`src/rtl/imem_pkg.sv`:
```
// Shared types and constants for the instruction-memory loader.
package imem_pkg;

    localparam int unsigned A_LENGTH   = 12;
    localparam int unsigned D_LENGTH   = 8;
    localparam int unsigned WORD_W     = 4 * D_LENGTH;
    localparam int unsigned LEN_W      = A_LENGTH - 1;
    localparam int unsigned LANE_W     = 2;
    localparam logic [31:0] IMEM_BASE  = 32'hBFC00000;
    localparam int unsigned IMEM_BYTES = 4096;
    localparam int unsigned IMEM_WORDS = 1024;

    typedef enum logic [1:0] {
        IDLE,
        COLLECT,
        WRITE,
        DONE
    } loader_state_t;

endpackage

```
`src/rtl/imem_loader_packer.sv`:
```
// word_packer: gathers four stream bytes into one little-endian word, lane 0 first.
module word_packer
    import imem_pkg::*;
(
    input  logic                clk,
    input  logic                rst_n,
    input  logic                load,
    input  logic                clr,
    input  logic [D_LENGTH-1:0] byte_in,
    output logic [WORD_W-1:0]   word_out,
    output logic                full
);

    logic [LANE_W-1:0] lane_q;

    // clr empties every lane so a completed word can be merged with the last byte by OR
    always_ff @(posedge clk or negedge rst_n) begin
        if (!rst_n) begin
            lane_q   <= '0;
            word_out <= '0;
        end else if (clr) begin
            lane_q   <= '0;
            word_out <= '0;
        end else if (load) begin
            word_out[32'(lane_q) * D_LENGTH +: D_LENGTH] <= byte_in;
            lane_q                                       <= lane_q + LANE_W'(1);
        end
    end

    assign full = (lane_q == LANE_W'(3));

endmodule

```
`src/rtl/imem_loader.sv`:
```
// Streams bytes into 32-bit words and writes them sequentially into instruction RAM from address 0.
module imem_loader
    import imem_pkg::*;
(
    input  logic                clk,
    input  logic                rst_n,
    input  logic                start,
    input  logic [LEN_W-1:0]    len_words,
    input  logic                in_valid,
    input  logic [D_LENGTH-1:0] in_byte,
    output logic                in_ready,
    output logic                wr_en,
    output logic [A_LENGTH-1:0] wr_addr,
    output logic [WORD_W-1:0]   wr_data,
    output logic                busy,
    output logic                done,
    output logic                err
);

    loader_state_t       state_q, state_d;
    logic                in_ready_d, busy_d, wr_en_d, done_d;
    logic [LEN_W-1:0]    len_q, word_cnt_q;
    logic [A_LENGTH-1:0] addr_q;
    logic [WORD_W-1:0]   word_out;
    logic                lane_full;
    logic                accept_c, len_ok_c, last_word_c, start_c, word_done_c, pack_clr_c;

    assign accept_c    = in_valid && in_ready;
    assign start_c     = (state_q == IDLE) && start;
    assign len_ok_c    = (len_words <= LEN_W'(IMEM_WORDS));
    assign last_word_c = ((word_cnt_q + LEN_W'(1)) == len_q);
    assign word_done_c = accept_c && lane_full;
    assign pack_clr_c  = start_c || (state_q == WRITE);

    word_packer u_packer (
        .clk      (clk),
        .rst_n    (rst_n),
        .load     (accept_c),
        .clr      (pack_clr_c),
        .byte_in  (in_byte),
        .word_out (word_out),
        .full     (lane_full)
    );

    always_ff @(posedge clk or negedge rst_n) begin
        if (!rst_n) begin
            state_q  <= IDLE;
            in_ready <= 1'b0;
            busy     <= 1'b0;
            wr_en    <= 1'b0;
            done     <= 1'b0;
        end else begin
            state_q  <= state_d;
            in_ready <= in_ready_d;
            busy     <= busy_d;
            wr_en    <= wr_en_d;
            done     <= done_d;
        end
    end

    // Next state, with the status outputs decoded from the state being entered
    always_comb begin
        state_d    = state_q;
        in_ready_d = 1'b0;
        busy_d     = 1'b0;
        wr_en_d    = 1'b0;
        done_d     = 1'b0;
        case (state_q)
            IDLE: begin
                if (start) begin
                    if (len_words == '0) state_d = DONE;
                    else if (len_ok_c)   state_d = COLLECT;
                end
            end
            COLLECT: if (word_done_c) state_d = WRITE;
            WRITE:   state_d = last_word_c ? DONE : COLLECT;
            DONE:    state_d = IDLE;
            default: state_d = IDLE;
        endcase
        case (state_d)
            COLLECT: begin
                in_ready_d = 1'b1;
                busy_d     = 1'b1;
            end
            WRITE: begin
                wr_en_d = 1'b1;
                busy_d  = 1'b1;
            end
            DONE:    done_d = 1'b1;
            default: ;
        endcase
    end

    // Length/address bookkeeping; the write port is only reloaded when a word completes
    always_ff @(posedge clk or negedge rst_n) begin
        if (!rst_n) begin
            len_q      <= '0;
            word_cnt_q <= '0;
            addr_q     <= '0;
            wr_addr    <= '0;
            wr_data    <= '0;
            err        <= 1'b0;
        end else begin
            if (start_c) begin
                if (len_ok_c) begin
                    err        <= 1'b0;
                    len_q      <= len_words;
                    word_cnt_q <= '0;
                    addr_q     <= '0;
                end else begin
                    err <= 1'b1;
                end
            end
            if (word_done_c) begin
                wr_addr <= addr_q;
                wr_data <= word_out | {in_byte, {(WORD_W - D_LENGTH){1'b0}}};
            end
            if (state_q == WRITE) begin
                addr_q     <= addr_q + A_LENGTH'(4);
                word_cnt_q <= word_cnt_q + LEN_W'(1);
            end
        end
    end

endmodule
```
`config.mk`:
```
export PLATFORM = sky130hd
export DESIGN_NAME = imem_loader
export DESIGN_NICKNAME = d
export VERILOG_FILES = /design/src/rtl/imem_pkg.sv /design/src/rtl/imem_loader_packer.sv /design/src/rtl/imem_loader.sv
export SDC_FILE = /design/constraint.sdc
export NUM_CORES = 1
export LEC_CHECK = 0
export BUFFER_PORTS_ARGS = -buffer_cell sky130_fd_sc_hd__buf_2
export CAP_MARGIN = 20
export CORE_MARGIN = 8
export CORE_UTILIZATION = 57
export DETAILED_ROUTE_END_ITERATION = 10
export PLACE_DENSITY = 0.79
export SLEW_MARGIN = 30
export SYNTH_ARGS = -nofsm -noshare
export SYNTH_HDL_FRONTEND = slang
export SYNTH_SLANG_ARGS = --single-unit
```
`constraint.sdc`:
```
create_clock -name clk -period 2.5 [get_ports clk]
set_input_delay 0.375 -clock clk [delete_from_list [all_inputs] [get_ports clk]]
set_output_delay 0.375 -clock clk [all_outputs]
set_load 0.005 [all_outputs]
```
==> metrics, run 1 <==
cell chain of the critical path ha_2 -> nand2_1 -> a2111oi_2 -> o21ai_1 -> a2111oi_4 -> a31o_1 -> ha_1 -> inv_1; TNS Setup 0 ns; skew final 0.00723 ns; Arrival @ worst endpoint 2.78 ns; Slowest-stage cell, CP dfrtp_1; clock slew seen by the registers of the worst setup and hold paths 0.06 ns; row count 34; core area 0.00872 mm²; highest fanout seen on the critical path 8; drt pass-1 iters 4; Fillers 587; total CTS buffers 17; CTS tree yes; Distinct cells, synth 53; DR iter-0 viols 278; Total GRT Usage 0.201; number of diodes 0; Reg area 0.00288 mm²; share of cells above drive strength 1 0.306; Lkg Pwr 3.11 nW; Yosys reg bits 115; synthesized cell area 0.00514 mm²; Crit path required time 2.94 ns; Ys Warns 0; CP delay by family, top compound AO/OA/AOI/OAI gates; met1 usage 0.230; Period minus WS final 2.33 ns; max-cap violations 0; global route overflow 0; startpoint types register; PwrDens 1090 mW/mm²; f_max 429 MHz; post-route ant nets 0; slew at the pin closest to its max-slew limit 0.693 ns; NumNets Final 560; RSZ-0062 raised after global routing false; wire per inst 18.8 µm; hold_ws 0.0972 ns; Initial Util 0.590; worst-case clock buffer depth 2; Post-synth EDFFs 0; Die Y 111 µm; area occupied by multi-input gates 0.00216 mm²; Num Clock Sinks 115; first-pass GRT wire length 20100 µm; final setup fails 0; Synth Instances 449; worst hold path type in2reg; Vias/cell 5.94; Hold Fails Final Rpt 0; clk_lat worst skew 0.51 ns; Mean Syn Cell Area 11.5 µm²; Post-synth ARST share 1.00; Critical Path End Type register; final RePlAce weighted congestion 0.920; worst path bufs/invs 1; H-tree level count 4; register area share after synthesis 0.560; M2 GR Usage 0.339; drt total wl 12200 µm; initial antenna violation count 0; status finished, final reports clean; Post-CTS Setup Bufs 0; busiest grt layer met2; CTS root buffer clkbuf_8; critical path class reg2reg; hpwl dp 8090 µm; VDD IR max 607 µV; M3 GR Usage 0.0530; Die X 111 µm; total number of vias 3851; area grow syn2layout 22.3%; Largest stage delay, worst path 0.46 ns; largest net degree at the start of global routing 52; Final period util 0.932; vias in the first global route 4023; Max-slew headroom 0.538; ys flop type dfrtp_1; Slew Viols, Final 0; I/O Buffers 69; # IOs 72; drc violations 0; Die ar. 0.0123 mm²
==> area by class of cell <==
class | instances | area share
clock buffers | 18 | 0.0680
clock inverters | 14 | 0.0322
inverters | 8 | 0.00478
multi-input cells | 305 | 0.343
flip-flops and latches | 115 | 0.458
well taps | 108 | 0.0215
repair buffers | 80 | 0.0728
==> path summary, 6_finish.rpt <==
| kind | start | endpoint | slack (ns) | depth (start not counted) |
|---|---|---|---|---|
| max | word_cnt_q[0] | busy | 0.17 | 8 |
| min | len_words[8] | len_q[8] | 0.1 | 2 |
| max reg2reg | word_cnt_q[0] | busy | 0.17 | 8 |
| min reg2reg | wr_data[24] | wr_data[24] | 0.48 | 2 |
| max in group asynchronous | rst_n | wr_data[2] | 1.39 | 3 |
| min in group asynchronous | rst_n | u_packer.word_out[11] | 0.38 | 2 |
==> kinds of logic (layout without fill, tap and decap cells) <==
group                      count (synthesis)  count (layout)  share of synthesized area
AOI/OAI and AO/OA                        107             107                      0.141
xor gates and xnor gates                   9               9                     0.0153
adders and majority gates                 10              10                     0.0243
buffers and inverters                     30             120                     0.0275
DFF                                      115             115                      0.560
muxes                                     48              48                      0.104
other                                      1               2                   0.000729
and+or+nand+nor                          129             129                      0.128
==> registers in the layout, summed over array words and instances, names as in the netlist <==
signal and count:
busy 1, done 1, wr_data 32, err 1, len_q 11, addr_q 10
state_q 2, u_packer.lane_q 2, wr_addr 10, u_packer.word_out 32, word_cnt_q 11, wr_en 1
in_ready 1
==> placed cells by master, fill, tap and decap left out, drive strengths merged, types with 6 or more instances in the layout <==
cell    count
a22o       23
nand3       6
a21oi      11
inv        10
and2        8
o21ai      47
buf        79
mux2       44
xnor2       6
nand2b      9
nor2       36
dfrtp     115
and3        6
nand4       6
nand2      41
clkbuf     18
clkinv      7
ha         10
==> Yosys cell counts, drive strengths merged, types with 6 or more instances <==
library cell | number | area share
xnor2 | 6 | 0.010
a22o | 23 | 0.039
mux2 | 44 | 0.096
nand2b | 9 | 0.011
nand3 | 6 | 0.0068
a21oi | 11 | 0.011
ha | 10 | 0.024
buf | 13 | 0.015
nand4 | 6 | 0.0085
o21ai | 47 | 0.046
dfrtp | 115 | 0.56
clkbuf | 9 | 0.0066
nor2 | 36 | 0.026
and2 | 8 | 0.0097
nand2 | 41 | 0.031
inv | 8 | 0.0058
and3 | 6 | 0.0073
==> repair_timing <==
action / 4_1_cts / 5_1_grt
endpoints found under the hold margin: 33 / 0
resized for setup: 0 / 3
setup endpoints to repair: 0 / 2
hold buffers: 1 / 0
==> worst register-to-register path, stage by stage, from the launching register on <==
cell and delay, ns:
dfrtp_1 0.46, ha_2 0.31, nand2_1 0.12, a2111oi_2 0.36
o21ai_1 0.16, a2111oi_4 0.36, a31o_1 0.22, ha_1 0.23
inv_1 0.06
==> report_power, final <==
group | internal [W] | total [W] | switching, W
registers | 0.00235 | 0.00273 | 0.000377
logic | 0.000760 | 0.00159 | 0.000834
clock network | 0.00166 | 0.00254 | 0.000886
==> stage by stage <==
stage / instances / total power [W] / instance area, µm² / setup slack [ns] / utilization
after global placement: 615 / 0.00421 / 5620 / 0.199 / 0.644
final: 648 / 0.00686 / 6290 / 0.169 / 0.721
after detailed placement: 615 / 0.00429 / 5620 / 0.0128 / 0.644
after floorplan: 450 / 0.00365 / 5150 / 0.315 / -
after CTS: 648 / 0.00687 / 6260 / 0.0761 / 0.718
after global routing: 648 / 0.00722 / 6290 / 0.00390 / 0.721
==> per-layer routing <==
| layer | vias to the layer above | share of wire |
|---|---|---|
| met2 | 132 | 0.51 |
| met3 | 28 | 0.056 |
| met4 | 0 | 0.026 |
| met1 | 1924 | 0.40 |
| met5 | - | 0 |
| li1 | 1767 | - |
Note: power is estimated with default switching activity, not from simulation.
==> run 2, diff against run 1 <==
- RECOVER_POWER: not set -> 25
==> run 2 against run 1 <==
Total power hardly changed; core utilization is 0.20 points lower; via count is 0.55% lower; first-iteration DRC count is 3.2% higher; register-to-register slack hardly changed; cell count stayed put; sequential power hardly changed; clock power hardly changed; non-clock buffer count stayed put; wire length hardly changed; global-route usage stayed put; critical path type unchanged; combinational power hardly changed.
==> metrics, run 2 (same netlist as run 1, synthesis figures left out) <==
area grow syn2layout 21.9%; highest fanout seen on the critical path 8 (unchanged); cell depth of the worst flop-to-flop path 8 (unchanged); worst path bufs/invs 1 (unchanged); Hold EP len_q[8]; number of diodes 0 (unchanged); Arrival @ worst endpoint 2.77 ns (about the same); global route overflow 0 (unchanged); final setup fails 0 (unchanged); Fillers 589 (+0.34%); cell chain of the critical path ha_2 -> nand2_1 -> a2111oi_2 -> o21ai_1 -> a2111oi_4 -> a31o_1 -> ha_1 -> inv_1; worst hold path type in2reg; Die X 111 µm (unchanged); # IOs 72 (unchanged); met2 wire length 6230 µm (-0.30%); RR Startpoint word_cnt_q[0]; total CTS buffers 17 (unchanged); clk_lat worst skew 0.51 ns (about the same); Max-slew headroom 0.401 (-0.137); Num Clock Sinks 115 (unchanged); Slew Viols, Final 0 (unchanged); share of cells above drive strength 1 0.306 (unchanged); TNS Setup 0 ns (unchanged); Final period util 0.932 (about the same); DR iter-0 viols 287 (+3.2%); initial antenna violation count 0 (unchanged); H-tree level count 4 (unchanged); worst-case clock buffer depth 2 (unchanged); hpwl dp 8090 µm (unchanged); Die Y 111 µm (unchanged); largest registers u_packer.word_out x32, wr_data x32; Slowest-stage cell, CP dfrtp_1; total number of vias 3830 (-0.55%); CP delay by family, top compound AO/OA/AOI/OAI gates; Initial Util 0.590 (unchanged); max-cap violations 0 (unchanged); drt pass-1 iters 4 (unchanged); skew final 0.00720 ns (-0.0000275 ns); CTS tree yes; RSZ-0062 raised after global routing false; Reg-to-Reg End busy; row count 34 (unchanged); R2R Setup Slk 0.17 ns (about the same); status finished, final reports clean; most frequent cells in the layout dfrtp_1, buf_2, o21ai_0; first-pass GRT wire length 20100 µm (unchanged); largest net degree at the start of global routing 52 (unchanged); critical path class reg2reg; drt total wl 12200 µm (about the same); final core utilization 0.719 (-0.00201); hold path cells 2 (unchanged); Period minus WS final 2.33 ns (-0.00104 ns); Crit path required time 2.94 ns (about the same); CTS root buffer clkbuf_8; final RePlAce weighted congestion 0.920 (unchanged); Die ar. 0.0123 mm² (unchanged); highest routed metal layer met4; Critical Path End Type register; vias in the first global route 4023 (unchanged); DP Worst Slack 0.0128 ns (unchanged); wire per inst 18.8 µm (about the same); met1 wire length 4910 µm (about the same); Vias/cell 5.91 (-0.55%); Hold Fails Final Rpt 0 (unchanged); VDD IR max 607 µV (about the same); post-route ant nets 0 (unchanged); NumNets Final 560 (unchanged); Routed met3 length 692 µm (+1.5%); Total GRT Usage 0.201 (unchanged); commonest non-fill, non-tap cell in the layout dfrtp_1; drc violations 0 (unchanged); PwrDens 1090 mW/mm² (+0.24%); I/O Buffers 69 (unchanged); f_max 429 MHz (about the same); Setup WS post-layout 0.170 ns (+0.00104 ns); Largest stage delay, worst path 0.46 ns (about the same); core area 0.00872 mm² (unchanged); startpoint types register; slew at the pin closest to its max-slew limit 0.899 ns (+0.205 ns); Post-CTS Setup Bufs 0 (unchanged); Lkg Pwr 3.11 nW (-0.19%); Min-Delay Startpoint len_words[8]; hold_ws 0.0974 ns (+0.000138 ns); clock slew seen by the registers of the worst setup and hold paths 0.06 ns (about the same)
==> run 2: layer usage <==
| layer | vias up | track usage |
|---|---|---|
| met1 | 1903 | 0.230 |
| li1 | 1764 | - |
| met2 | 134 | 0.339 |
| met4 | 0 | 0.101 |
| met5 | - | 0 |
| met3 | 29 | 0.0530 |
==> run 2: timing repair <==
action	in CTS	in global routing
endpoints found under the hold margin	33	0
gates resized for setup	0	3
hold buffers	1	0
setup endpoints to repair	0	2
==> run 2: how the worst max path moves through the flow <==
stage             startpoint   end  slack [ns]  depth (start not counted)
6_report       word_cnt_q[0]  busy        0.17                          8
5_1_grt        word_cnt_q[0]  busy       0.004                          8
4_1_cts        word_cnt_q[0]  busy        0.08                          8
3_5_place_dp    len_words[5]  busy        0.01                          8
3_3_place_gp   word_cnt_q[0]  busy        0.20                          8
2_1_floorplan  word_cnt_q[0]  busy        0.31                          9
==> run 2: power breakdown <==
group / switching (W) / total (W) / internal, W
clock network: 0.000885 / 0.00254 / 0.00166
registers: 0.000377 / 0.00273 / 0.00235
logic: 0.000834 / 0.00159 / 0.000757
total: 0.00210 / 0.00686 / 0.00476
==> run 2: final cells by class <==
class	count	area [µm²]	share of cell area
clock buffers	18	428	0.0682
inverters	8	30.0	0.00479
flip-flops and latches	115	2880	0.459
well taps	108	135	0.0215
repair buffers	80	440	0.0702
multi-input cells	305	2160	0.344
clock inverters	14	203	0.0323
==> run 2: worst reg2reg max path: stages (launching register included) <==
cell and delay (ns):
dfrtp_1 0.46, ha_2 0.31, nand2_1 0.12, a2111oi_2 0.36, o21ai_1 0.16, a2111oi_4 0.36
a31o_1 0.22, ha_1 0.23, inv_1 0.06
==> run 2: metrics by stage <==
| stage | std cells | power [W] | instance area (µm²) |
|---|---|---|---|
| floorplan | 450 | 0.00365 | 5150 |
| global placement | 615 | 0.00421 | 5620 |
| detailed placement | 615 | 0.00429 | 5620 |
| global route | 648 | 0.00721 | 6270 |
| CTS | 648 | 0.00687 | 6260 |
| finish | 648 | 0.00686 | 6270 |
==> run 3, diff against run 2 <==
- CORE_ASPECT_RATIO: not set -> 1.5
- CORE_MARGIN: 8 -> not set
==> run 3 against run 2 <==
Register-to-register slack gained 0.02 ns; design area grew 0.26%; fmax grew 1.1%; wire length shrank 0.65%; count of clock-buffer cells in the layout grew 4; total power grew 2.2%; worst hold slack gained 0.10 ns; sequential share of layout area shrank 0.12 points; die area shrank 24%; sequential cell count is the same; sequential power is essentially flat.
==> metrics, run 3 (same netlist as run 1, synthesis figures left out) <==
PwrDens 1110 mW/mm² (+1.9%); f_max 434 MHz (+1.1%); Total GRT Usage 0.279 (+0.0785); drc violations 0 (unchanged); startpoint types register; final setup fails 0 (unchanged); RSZ-0062 raised after global routing false; share of cells above drive strength 1 0.304 (-0.00129); vias in the first global route 4005 (-0.45%); highest routed metal layer met4; max-cap violations 0 (unchanged); R2R Setup Slk 0.19 ns (+0.02 ns); Period minus WS final 2.31 ns (-0.0250 ns); Lkg Pwr 3.11 nW (+0.19%); Slew Viols, Final 0 (unchanged); Inst Count DP 618 (+0.49%); Critical Path End Type register; Die Y 118 µm (+6.6%); switching pwr 0.00204 W (-2.6%); Reg area 0.00288 mm² (unchanged); Clk pwr share 0.385 (+0.014); hpwl dp 8050 µm (-0.56%); Routed met3 length 514 µm (-26%); CTS root buffer clkbuf_16; highest fanout seen on the critical path 8 (unchanged); Initial Util 0.586 (-0.00370); Vias/cell 6.04 (+2.2%); Fillers 604 (+2.5%); area occupied by multi-input gates 0.00216 mm² (unchanged); NumNets Final 560 (unchanged); Comb pwr share 0.226 (-0.006); global route overflow 0 (unchanged); Pint 0.00497 W (+4.3%); Final period util 0.922 (-0.0100); # IOs 72 (unchanged); Arrival @ worst endpoint 2.66 ns (-0.11 ns); I/O Buffers 69 (unchanged); VDD IR max 742 µV (+22%); worst-case clock buffer depth 2 (unchanged); row count 42 (+24%); drt pass-1 iters 6 (+2); wire per inst 18.6 µm (-0.80%); slew at the pin closest to its max-slew limit 1.30 ns (+0.398 ns); Post-Layout Cell Count 649 (+0.15%); core area 0.00878 mm² (+0.63%); CTS tree yes; Max-slew headroom 0.136 (-0.265); Crit path required time 2.85 ns (-0.09 ns); Die ar. 0.00941 mm² (-24%); hold buffer count at CTS 0 (-1); Setup WS post-layout 0.195 ns (+0.0250 ns); final RePlAce weighted congestion 0.955 (+3.8%); Die X 79.6 µm (-28%); final instance area 0.00629 mm² (+0.26%); clock slew seen by the registers of the worst setup and hold paths 0.05 ns (about the same); met1 wire length 4470 µm (-9.1%); total CTS buffers 17 (unchanged); Seq pwr share 0.388 (-0.009); status finished, final reports clean; number of diodes 0 (unchanged); DR iter-0 viols 198 (-31%); drt total wl 12100 µm (-0.65%); TNS Setup 0 ns (unchanged); post-route ant nets 0 (unchanged); clk_lat worst skew 0.42 ns (-0.09 ns); area grow syn2layout 22.3%; largest net degree at the start of global routing 53 (+1.9%); sw frac 0.291 (-0.0143); worst hold path type in2reg; commonest non-fill, non-tap cell in the layout dfrtp_1; critical path class reg2reg; largest registers u_packer.word_out x32, wr_data x32; most frequent cells in the layout dfrtp_1, buf_2, o21ai_0; total number of vias 3922 (+2.4%); skew final 0.00683 ns (-0.000371 ns); initial antenna violation count 0 (unchanged); Num Clock Sinks 115 (unchanged); hold_ws 0.198 ns (+0.100 ns); H-tree level count 4 (unchanged); Hold Fails Final Rpt 0 (unchanged); first-pass GRT wire length 19500 µm (-3.1%); met2 wire length 6630 µm (+6.4%); dpl cell area 0.00562 mm² (about the same); DP Worst Slack 0.121 ns (+0.108 ns)
-- run 3: cell types whose count changed in the layout (fill, tap and decap cells not counted), sizes merged --
cell,change
clkinvlp,+1
dlygate4sd3,-1
bufinv,+1
clkinv,-5
clkbuf,+4
buf,+1
inv,-2
-- run 3: worst max-delay path: stages, from the launching register on --
cell and delay [ns]:
dfrtp_1 0.45, ha_2 0.31, nand2_1 0.11, a2111oi_2 0.36
o21ai_1 0.16, a2111oi_4 0.36, a31o_1 0.23, ha_1 0.23
inv_1 0.05
-- run 3: path summary, 6_finish.rpt --
check,from,end,cells past startpoint
setup / recovery,word_cnt_q[0],busy,8
hold / removal,len_words[9],len_q[9],2
setup reg to reg,word_cnt_q[0],busy,8
hold reg to reg,wr_data[29],wr_data[29],2
max in group asynchronous,rst_n,len_q[8],2
min in group asynchronous,rst_n,wr_data[12],1
-- run 3: final cells by class --
cell class,instances,share of cell area
clock buffer,22,0.0770
inverter,8,0.00478
tap,110,0.0219
sequential,115,0.458
timing repair buffer,80,0.0677
clock inverter,9,0.0279
multi-input combinational,305,0.343
-- run 3: power by group through the flow --
stage | clock network [W] | logic, W | registers, W
after floorplan | 0 | 0.000994 | 0.00266
after global placement | 0 | 0.00146 | 0.00271
after detailed placement | 0 | 0.00154 | 0.00274
after CTS | 0.00271 | 0.00156 | 0.00272
after global routing | 0.00282 | 0.00175 | 0.00279
final | 0.00270 | 0.00159 | 0.00272
-- run 3: per-layer routing --
metal,GRT usage,vias to the layer above
met5,0,-
met4,0.130,0
met3,0.0842,38
met2,0.489,136
met1,0.299,1978
li1,-,1770
-- run 3: what timing repair did --
item | 4_1_cts | 5_1_grt
resized for setup | 0 | 3
setup buffers | 0 | 0
endpoints found under the setup margin | 0 | 2
-- run 3: stage by stage --
step                utilization  total power [W]
floorplan                     -          0.00365
global placement          0.640          0.00417
detailed placement        0.640          0.00428
CTS                       0.715          0.00699
global route              0.716          0.00735
finish                    0.716          0.00701
